**src/rtl/pc_fetch_unit.sv**
```systemverilog
// pc_fetch_unit: architectural program counter plus the instruction-fetch
// sequencer of the multi-cycle CPU. Holds PC, fetches the word at PC over a
// req/ready handshake, latches it into IR and exposes PC / PC+4 / IR.
module pc_fetch_unit #(
  parameter logic [31:0] RESET_PC = 32'h0000_0000
) (
  input  logic        clk,
  input  logic        rst_n,
  input  logic [31:0] next_pc,
  input  logic        pc_write,
  input  logic        stall,
  output logic        imem_req,
  output logic [31:0] imem_addr,
  input  logic        imem_ready,
  input  logic [31:0] imem_rdata,
  output logic [31:0] pc,
  output logic [31:0] pc_plus4,
  output logic [31:0] ir,
  output logic        ir_valid,
  output logic        fetch_busy,
  output logic        pc_misalign
);

  // S_RST only exists right after reset; S_REQ waits on memory; S_HOLD lets
  // the rest of the datapath execute the latched instruction.
  typedef enum logic [1:0] {
    S_RST  = 2'd0,
    S_REQ  = 2'd1,
    S_HOLD = 2'd2
  } state_t;

  state_t      state_q;
  logic [31:0] pc_q;
  logic [31:0] ir_q;
  logic        ir_valid_q;
  logic        misalign_q;
  logic        req_q;
  logic        busy_q;

  logic [31:0] pc_d;
  logic        misalign_d;
  logic        load_pc_s;

  // Candidate PC is always forced word aligned; low bits only raise a flag.
  always_comb begin
    pc_d       = {next_pc[31:2], 2'b00};
    misalign_d = |next_pc[1:0];
    load_pc_s  = 1'b0;
    if (pc_write && !stall) begin
      load_pc_s = 1'b1;
    end else begin
      load_pc_s = 1'b0;
    end
  end

  // Fetch sequencer: state, PC, IR and all handshake/pulse outputs.
  // Request and busy are flops cleared by the async reset, so they drop
  // immediately when rst_n falls, even in the middle of a fetch.
  always_ff @(posedge clk or negedge rst_n) begin
    if (!rst_n) begin
      state_q    <= S_RST;
      pc_q       <= RESET_PC;
      ir_q       <= 32'h0000_0000;
      ir_valid_q <= 1'b0;
      misalign_q <= 1'b0;
      req_q      <= 1'b0;
      busy_q     <= 1'b0;
    end else begin
      ir_valid_q <= 1'b0;
      misalign_q <= 1'b0;
      case (state_q)
        S_RST: begin
          state_q <= S_REQ;
          req_q   <= 1'b1;
          busy_q  <= 1'b1;
        end
        S_REQ: begin
          // PC is frozen here: pc_write and stall have no effect.
          if (imem_ready) begin
            ir_q       <= imem_rdata;
            ir_valid_q <= 1'b1;
            state_q    <= S_HOLD;
            req_q      <= 1'b0;
            busy_q     <= 1'b0;
          end else begin
            state_q    <= S_REQ;
            req_q      <= 1'b1;
            busy_q     <= 1'b1;
          end
        end
        S_HOLD: begin
          // Stall beats pc_write; loading the same PC simply refetches it.
          if (load_pc_s) begin
            pc_q       <= pc_d;
            misalign_q <= misalign_d;
            state_q    <= S_REQ;
            req_q      <= 1'b1;
            busy_q     <= 1'b1;
          end else begin
            state_q    <= S_HOLD;
            req_q      <= 1'b0;
            busy_q     <= 1'b0;
          end
        end
        default: begin
          state_q <= S_RST;
          req_q   <= 1'b0;
          busy_q  <= 1'b0;
        end
      endcase
    end
  end

  assign imem_req    = req_q;
  assign fetch_busy  = busy_q;
  assign imem_addr   = pc_q;
  assign pc          = pc_q;
  assign pc_plus4    = pc_q + 32'd4;
  assign ir          = ir_q;
  assign ir_valid    = ir_valid_q;
  assign pc_misalign = misalign_q;

endmodule

```
**config.mk**
```make
export PLATFORM = sky130hd
export DESIGN_NAME = pc_fetch_unit
export DESIGN_NICKNAME = d
export VERILOG_FILES = /design/src/rtl/pc_fetch_unit.sv
export SDC_FILE = /design/constraint.sdc
export NUM_CORES = 1
export LEC_CHECK = 0
export CAP_MARGIN = 20
export CORE_MARGIN = 4
export CORE_UTILIZATION = 25
export CTS_CLUSTER_SIZE = 40
export DETAILED_ROUTE_END_ITERATION = 10
export HOLD_SLACK_MARGIN = 0.1
export PLACE_DENSITY = 0.67
export SLEW_MARGIN = 20
export SYNTH_ARGS = -nofsm -noshare
export SYNTH_HDL_FRONTEND = slang
export SYNTH_SLANG_ARGS = --single-unit
```
**constraint.sdc**
```tcl
create_clock -name clk -period 2.1 [get_ports clk]
set_input_delay 0.315 -clock clk [delete_from_list [all_inputs] [get_ports clk]]
set_output_delay 0.315 -clock clk [all_outputs]
set_load 0.05 [all_outputs]
```
# Yosys cells after proc, flatten, opt, wreduce, memory -nomap -nowiden
# Index checks and enable logic that the tools add are counted.
# totals
mem_bits_rw	0
n_memories	0
reg_bits	67
out_inout_bits	132
latch_bits	0
inputBits	69
romBits	0
# op_classes
bitwise_logic	0
order_cmp	0
n_eq_ne	2
n_addsub	1
n_reduce_logical	6
shifts	0
div	0
muxes	11
multipliers	0
# ops
op	count
$add A32 B3 Y32 const B	1
$mux W1	7
$pmux W2 S3	1
$mux W2	2
$reduce_and A2 Y1	2
$pmux W1 S3	1
$eq A2 B1 Y1 const B	1
$eq A2 B2 Y1 const B	1
$logic_not A2 Y1	1
$reduce_or A2 Y1	1
$logic_and A1 B1 Y1	1
$logic_not A1 Y1	1

# Depth between registers and ports, before layout
# logic_depth
depth_word	5
mapped_depth	5
depth_no_buf	4

# Worst setup path before layout
# Ideal clock, no wire load.
# synth_path
path_type	register -> output
from	register pc_q[11] (netlist: imem_addr[11])
to	output pc_plus4[30]
arrival_ns	2.359
slack_ns	-0.574
stages_incl_launch_ff	6
cell_sequence	dfrtp_1 -> nand4_1 -> or2_0 -> buf_6 -> nor4_2 -> xor2_1
# synth_between
elab_chain_cells	1
# synth_rtl
item	line	rtl
start: declaration	33	logic [31:0] pc_q;
start signal: assignment	94	pc_q <= pc_d;
$add A32 B3 Y32	118	assign pc_plus4 = pc_q + 32'd4;
end: declaration	17	output logic [31:0] pc_plus4,
# Every way passes these cells.

# Worst setup path after layout
# layout_path
from	register pc_q[10] (netlist: imem_addr[10])
to	output pc_plus4[28]
# Same word-level chain as after synthesis.

==> flow_summary_export.csv <==
group,metric,value,unit
outcome,status,"finished with violations",
outcome,violations,"setup timing",
setup_path,setup.worst_path.class,"reg2out",
grt,antenna_found_initial,0,
sta,min_period,2.239,ns
floorplanning,die_w,123.8,um
finish,drive_gt1_share,36.27,%
logic_synthesis,yosysWarnings,0,
worst_hold_path,hold_class,"reg2reg",
logic_synthesis,synth.area.top_cells,"dfrtp_1 49%, nand2_1 13%, mux2_2 8.7%",
sta,finalHoldViolCount,0,
logic_synthesis,post_synth_num_cell_types,31,
clock_tree,clk_pin_slew,0.06,ns
clock_tree,clock_latency,0.32,ns
route,first_pass_iters,4,
finish,most-common-layout-cells,"152 x clkdlybuf4s50_1, 108 x nand2_1, 47 x buf_4",
setup_path,required,1.78,ns
finish,nets,633,
grt,grt_first_pass_wirelength,17010,um
finish,fill_cells,1122,
logic_synthesis,synth_edf_count,0,
logic_synthesis,ys.flop_type,"dfrtp_1",
logic_synthesis,synth_top_area_share,49.27,%
setup_path,worst-path-max-fanout,8,
finish,final_cell_area,6904,um^2
finish,layout_commonest_cell,"clkdlybuf4s50_1",
route,via_count,3203,
floorplanning,start_util,25.41,%
sta,fmax,0.4467,GHz
setup_path,cp_cell_sequence,"nand4_1 -> or2_1 -> buf_6 -> nor4_4 -> xor2_4 -> buf_12",
sta,final.setup.tns,-1.018,ns
sta,finalSetupViolations,11,
route,viasPerCell,4.305,
finish,area_delta_synth_final,106.0,%
clock_tree,numCtsBuffers,9,
logic_synthesis,ys_seq_elements,66,
floorplanning,rows,42,
sta,worst_slack,-0.1385,ns
logic_synthesis,synthArstFlopShare,100.0,%
setup_path,critPathMaxStageDelay,0.35,ns
route,drcViolationCount,0,
setup_path,start_kind,"flop",
sta,rsz0062_at_grt,"true",
logic_synthesis,ys_seq_area_share,49.27,%
route,drtIter0Drc,106,
clock_tree,clockBufferDepth,2,
setup_path,critPathCaptureType,"output pin",
route,drtAntennaViolNets,0,
placed_design,place_area,6128,um^2
logic_synthesis,netlist_instances,347,
job,cap_viol_max_count,0,
setup_path,critPathArrivalTime,1.92,ns
finish,n_antenna_cell,0,
placed_design,place_ws,0.1135,ns
grt,grt_pass1_vias,3286,
sta,fin_skew,0.003999,ns
setup_path,critical_path.slowest_cell,"dfrtp_2",
clock_tree,cts_max_level,3,
sta,hold_ws,0.4687,ns
sta,slew_viol_final,0,
logic_synthesis,syn-cell-area,3352,um^2
floorplanning,pin_count,201,
clock_tree,cts_tree,"done",
floorplanning,dieArea,15320,um^2
route,wl,11020,um
grt,grt_max_degree,67,
floorplanning,design.core.area,13190,um^2
logic_synthesis,yosysTopAreaCell,"dfrtp_1",
clock_tree,root_buffer,"clkbuf_16",
clock_tree,cts_sinks,66,
grt,grt_usage,14.24,%
route,wl_per_cell,14.81,um
logic_synthesis,synth_area_per_cell,9.660,um^2
placed_design,port-buffer-count,194,
floorplanning,die_y,123.8,um
placed_design,place_hpwl,8076,um
sta,post-route-period-util,106.6,%
placed_design,gp_congestion,0.7944,
sta,max_slew_margin,63.19,%
sta,worst_pin_slew,0.5512,ns
grt,grt-ovfl-total,0,
## repair_timing
item                                    CTS  global route
pin swaps                                15            14
endpoints found under the setup margin   20            27
hold buffers                              1             0
setup buffers                            16            13
gates resized for setup                  21            30
hold endpoints to repair                 66             0
gates cloned                              0             0
## logic make-up (layout without fill, tap and decap cells)
family	after synthesis	after routing	synth area share, %
XOR/XNOR	28	28	7.316
multiplexers	26	26	8.735
buffers and inverters	56	272	10.79
other	1	6	0.1119
flip-flops	66	66	49.27
adder cells (fa/ha/maj)	1	1	0.3732
AO/OA/AOI/OAI	7	7	1.120
AND/OR/NAND/NOR	162	162	22.29
## state kept, by name (all words and copies together) (netlist names)
name	cells
imem_addr	30
state_q	2
ir_valid	1
ir	32
pc_misalign	1
## synthesized netlist by cell type (2+ instances only)
cell and instances:
a21oi_1 2, and2_1 3, and3_1 7, and4_1 2, buf_2 4, buf_4 37, clkbuf_1 7, dfrtp_1 66
inv_1 6, mux2_2 26, nand2_1 112, nand3_1 12, nand4_1 6, nor2_1 4, nor3_1 5, nor4_2 4
o21ai_0 4, xnor2_1 15, xor2_1 13
## metrics by stage
stage               utilization [%]  cells
finish                        52.34    744
global route                  52.34    744
CTS                           50.76    731
detailed placement            46.46    698
global placement              46.46    698
floorplan                         -    352
## metal layers
layer / vias up / part of all wire (%) / global-route usage (%)
met4: 0 / 2.3 / 5.675
li1: 1515 / - / -
met3: 23 / 9.2 / 4.587
met2: 139 / 49 / 24.13
met5: - / 0 / 0
met1: 1526 / 39 / 16.67
## critical path, delay by kind of cell (launching register included)
kind                      cells  cell delay, ns
xor gates and xnor gates      1            0.19
buffers and inverters         2            0.31
DFF                           1            0.35
and+or+nand+nor               3            0.74
## path summary, 6_finish.rpt
kind                                                 from                         to  slack, ns  depth (start not counted)
worst max-delay path            imem_addr[10]$_DFFE_PN0P_               pc_plus4[28]      -0.14                          6
worst min-delay path                    ir[6]$_DFFE_PN0P_          ir[6]$_DFFE_PN0P_       0.47                          2
worst max register to register       state_q[0]$_DFF_PN0_  imem_addr[16]$_DFFE_PN0P_       0.48                          3
worst min register to register          ir[6]$_DFFE_PN0P_          ir[6]$_DFFE_PN0P_       0.47                          2
max in group asynchronous                           rst_n  imem_addr[27]$_DFFE_PN0P_       1.24                          3
min in group asynchronous                           rst_n         ir[18]$_DFFE_PN0P_       0.54                          3
## final cells by class
cell class | instances | area [um^2] | area share [%]
clock inverter | 5 | 77.57 | 1.124
tap | 176 | 220.2 | 3.190
timing repair buffer | 250 | 2711 | 39.27
multi-input combinational | 230 | 1946 | 28.18
clock buffer | 11 | 242.7 | 3.516
sequential | 66 | 1684 | 24.39
inverter | 6 | 22.52 | 0.3262
Power is left out: the tool's default activity adds up to more than one toggle a clock period on the data nets, which glitch-free logic cannot reach.
==> RTL change 1, RTL diff (same flow settings) <==
Encoding of `state_t`: now one-hot (3 bits for 3 states).
--- a/src/rtl/pc_fetch_unit.sv
+++ b/src/rtl/pc_fetch_unit.sv
@@ -24,8 +24,8 @@
   // S_RST only exists right after reset; S_REQ waits on memory; S_HOLD lets
   // the rest of the datapath execute the latched instruction.
-  typedef enum logic [1:0] {
-    S_RST  = 2'd0,
-    S_REQ  = 2'd1,
-    S_HOLD = 2'd2
+  typedef enum logic [2:0] {
+    S_RST  = 3'b001,
+    S_REQ  = 3'b010,
+    S_HOLD = 3'b100
   } state_t;
 
Formal check against the unedited RTL: no difference found for any inputs over 10 cycles, from zero or initial values and one cycle with rst_n low; not proved beyond that.
==> RTL change 1 against the unedited design <==
The run still ends with negative setup slack left; routed wire length down 2.0%; global-route usage barely moved; sequential cell count grew 1; final cell count decreased by 9.5%; design area up 0.36%; area after synthesis grew 1.2%; fmax shrank 3.8%; setup slack got worse by 88 ps; critical path depth grew 2.
==> RTL change 1: results (changes against the unedited design) <==
Status
Run status: complete, but fails checks (unchanged). Failing checks: negative setup slack (unchanged).

Synth
The adder and majority gate portion of the synthesized area is 0.00369 (was 0.00373). The share of the synthesized area in compound gates (AO/OA/AOI/OAI) is 0.0147 (was 0.0112). The mux contribution to synthesized area is 0.196 (was 0.0873). Dominant cells by area after synthesis: dfrtp_1 (49%), mux2_2 (19%), buf_4 (8.4%) (was dfrtp_1 (49%), nand2_1 (13%), mux2_2 (8.7%)). The sequential fraction of the synthesis area is 0.494 (was 0.493).

The post-synthesis xor/xnor area fraction is 0.0749 (was 0.0732). The number of instances in the synthesized netlist is 273 (was 347).

Finish
The fraction of layout instances using a drive strength above 1 came to 0.467 (was 0.363). The number of nets at the end of the flow is 562 (was 633). The number of cells in the finished layout apart from fillers is 673 (was 744).

Timing
The worst hold slack is 459 ps (was 469 ps). The number of setup violations in the final report was 21 (was 11). The relative max-transition margin was 0.636 (was 0.632). The maximum clock rate is 0.430 GHz (was 0.447 GHz). The setup slack after layout is -226 ps (was -139 ps). The largest clock skew in the final design is 5.78 ps (was 4.00 ps). The total negative setup slack came to -2540 ps (was -1020 ps).

Global route
The met3 track utilization from global routing is 0.0656 (was 0.0459). The total global-route track usage is 0.142 (about the same). The pin count of the biggest net entering global routing is 40 (was 67). The met1 layer usage reported by global route came to 0.149 (was 0.167).

Placed design
The cell total after placement was 629 (was 698). The placer's final routability congestion estimate is 0.755 (was 0.794). The area after detailed placement was 6130 µm² (about the same).

The worst setup timing slack at the placement stage is 15.3 ps (was 114 ps). The estimated wirelength of the detail-placed design came to 8.23 mm (was 8.08 mm).

Worst setup path
The register-to-register setup slack came to 450 ps (was 480 ps). The dominant delay contributor by cell family on the critical path is buffers and inverters (was simple AND/OR/NAND/NOR gates). The end of the worst register-to-register path was ir[0] (was imem_addr[16]).

The data arrival time of the worst path is 2010 ps (was 1920 ps). The largest stage delay on the critical path is 390 ps (was 350 ps).

Worst hold path
The class of the worst hold path was in2async (was reg2reg).

Drt
The met2 layer wire length in the routed design is 5.59 mm (was 5.44 mm). The met3 wire length is 1.02 mm (was 1.01 mm). The number of DRC violations after detailed-routing iteration 0 is 68 (was 106). The average vias per placed instance is 4.32 (was 4.31). The wire length the detailed router placed on met1 is 3.99 mm (was 4.32 mm).

Clock network
The number of instances resized during post-cts repair is 35 (was 21). The post-CTS setup buffer count is 18 (was 16).
[RTL change 1: final cells by class]
| cell class | count | area [µm²] | area share |
|---|---|---|---|
| clock buffer | 11 | 233 | 0.0336 |
| clock inverter | 5 | 78.8 | 0.0114 |
| inverter | 5 | 18.8 | 0.00271 |
| multi-input combinational | 161 | 1970 | 0.285 |
| sequential | 67 | 1710 | 0.246 |
| tap | 176 | 220 | 0.0318 |
| timing repair buffer | 248 | 2700 | 0.389 |
[RTL change 1: worst max-delay path by stage]
stage | endpoint | depth (start not counted) | from | slack [ps]
final | pc_plus4[13] | 8 | imem_addr[2] | -230
after global routing | pc_plus4[13] | 8 | imem_addr[6] | -320
after CTS | pc_plus4[28] | 6 | imem_addr[12] | -230
after detailed placement | pc_plus4[28] | 6 | imem_addr[3] | 20
after global placement | pc_plus4[28] | 6 | imem_addr[3] | 50
after floorplan | pc_plus4[28] | 5 | imem_addr[3] | -170
==> RTL change 2, RTL diff (same flow settings) <==
Without the edit above. Make the reset (`rst_n`) synchronous in one clocked block. Comments in the files are not updated.
--- a/src/rtl/pc_fetch_unit.sv
+++ b/src/rtl/pc_fetch_unit.sv
@@ -57,5 +57,5 @@
   // Request and busy are flops cleared by the async reset, so they drop
   // immediately when rst_n falls, even in the middle of a fetch.
-  always_ff @(posedge clk or negedge rst_n) begin
+  always_ff @(posedge clk) begin
     if (!rst_n) begin
       state_q    <= S_RST;
Check against the original RTL: differs if rst_n is asserted again (counterexample within 4 cycles, from zero or initial values and one cycle with rst_n low); with rst_n held inactive, the same outputs for 10 cycles.
==> RTL change 2 against the unedited design <==
Largest cell class unchanged; the run still ends with negative setup slack left; routed wire length down 4.2%; sequential cell count stayed put; setup slack better by 20 ps; utilization fell by 1.9 points; area after synthesis down 3.5%; critical endpoint is now pc_plus4[31]; sequential share of layout area down 2.6 points; hold slack worse by 6.8 ps; design area decreased by 7.7%; critical path type unchanged.
Power is left out: it rests on default switching activity, and per cell area and clock period it moved more than threefold.
==> RTL change 2: results (changes against the unedited design) <==
Status
Run status: complete, but fails checks (unchanged). Failing checks: negative setup slack (unchanged).

Synth
The sequential fraction of the synthesis area came to 0.409 (was 0.493). The commonest register cell after synthesis is dfxtp_1 (was dfrtp_1). The fraction of registers with async set/reset was 0 (was 1.00). The number of instances in the synthesized netlist is 398 (was 347). Dominant cells by area after synthesis: dfxtp_1 (41%), nand2_1 (16%), a21boi_0 (14%) (was dfrtp_1 (49%), nand2_1 (13%), mux2_2 (8.7%)).

Global route
The total global-route track usage is 0.136 (was 0.142). The via count of the first global-routing pass is 3159 (was 3286). The global-route wire length before repair was 15.9 mm (was 17.0 mm).

Worst setup path
The startpoint of the most critical setup path is imem_addr[2] (was imem_addr[10]). The startpoint of the worst register-to-register path is state_q[0] (unchanged). The end of the worst register-to-register path is ir[26] (was imem_addr[16]). The cell depth of the worst flop-to-flop path is 4 (was 3). The critical path capture point is pc_plus4[31] (was pc_plus4[28]).

The register-to-register setup slack was 620 ps (was 480 ps).

Timing
The number of setup violations in the final report is 15 (was 11). The setup slack after layout came to -118 ps (was -139 ps). The total negative setup slack is -1160 ps (was -1020 ps).

Finish
The number of nets at the end of the flow was 655 (was 633). The number of cells in the finished layout apart from fillers came to 762 (was 744). The fraction of layout instances using a drive strength above 1 was 0.241 (was 0.363).

Drt
The average vias per placed instance is 4.27 (was 4.31).

Placed design
The estimated wirelength of the detail-placed design is 8.27 mm (was 8.08 mm). The area after detailed placement is 5830 µm² (was 6130 µm²).
RTL change 2: cells by family (layout without fill, tap and decap cells):
logic type | count (synthesis) | after routing | share of synthesized area
compound gates | 66 | 66 | 0.151
simple gates | 176 | 176 | 0.247
other cells | 1 | 6 | 0.00116
xor+xnor | 28 | 28 | 0.0758
buf+inv | 60 | 247 | 0.113
flops | 66 | 66 | 0.409
fa+ha+maj | 1 | 1 | 0.00387
RTL change 2: per-layer routing:
metal  track usage  part of all wire
met3        0.0427             0.077
met1         0.147              0.38
met5             0                 0
met4        0.0441             0.013
met2         0.252              0.52
RTL change 2: per-stage QoR:
| stage | hold WS, ps | setup WS, ps |
|---|---|---|
| 6_report | 462 | -118 |
| 5_1_grt | 477 | -226 |
| 4_1_cts | 463 | -160 |
| 3_5_place_dp | 455 | 32.7 |
| 3_3_place_gp | 449 | 88.6 |
| 2_1_floorplan | 449 | -71.8 |
RTL change 2: repair_timing:
action | 4_1_cts | 5_1_grt
setup endpoints to repair | 20 | 21
hold endpoints to repair | 0 | 0
setup buffers | 11 | 4
gates resized for setup | 10 | 11
pin swaps | 21 | 6
RTL change 2: worst min-delay path by stage:
| stage | slack [ps] | start | end |
|---|---|---|---|
| 2_1_floorplan | 450 | next_pc[10] | imem_addr[10] |
| 5_1_grt | 480 | ir[3] | ir[3] |
| 3_3_place_gp | 450 | ir[9] | ir[9] |
| 6_report | 460 | ir[20] | ir[20] |
| 4_1_cts | 460 | ir[6] | ir[6] |
| 3_5_place_dp | 450 | ir[6] | ir[6] |
RTL change 2: critical path, delay by kind of cell, from the launching register on:
family / cells / cell delay, ps
xor+xnor: 1 / 230
buf+inv: 2 / 320
flops: 1 / 360
simple gates: 3 / 670
RTL change 2: final cells by class:
| class | instances | area [µm²] |
|---|---|---|
| fillers | 1158 | 6250 |
| repair buffers | 229 | 2460 |
| clock buffers | 12 | 289 |
| inverters | 2 | 7.51 |
| clock inverters | 4 | 52.6 |
| multi-input cells | 277 | 1960 |
| well taps | 172 | 215 |
| flip-flops and latches | 66 | 1390 |
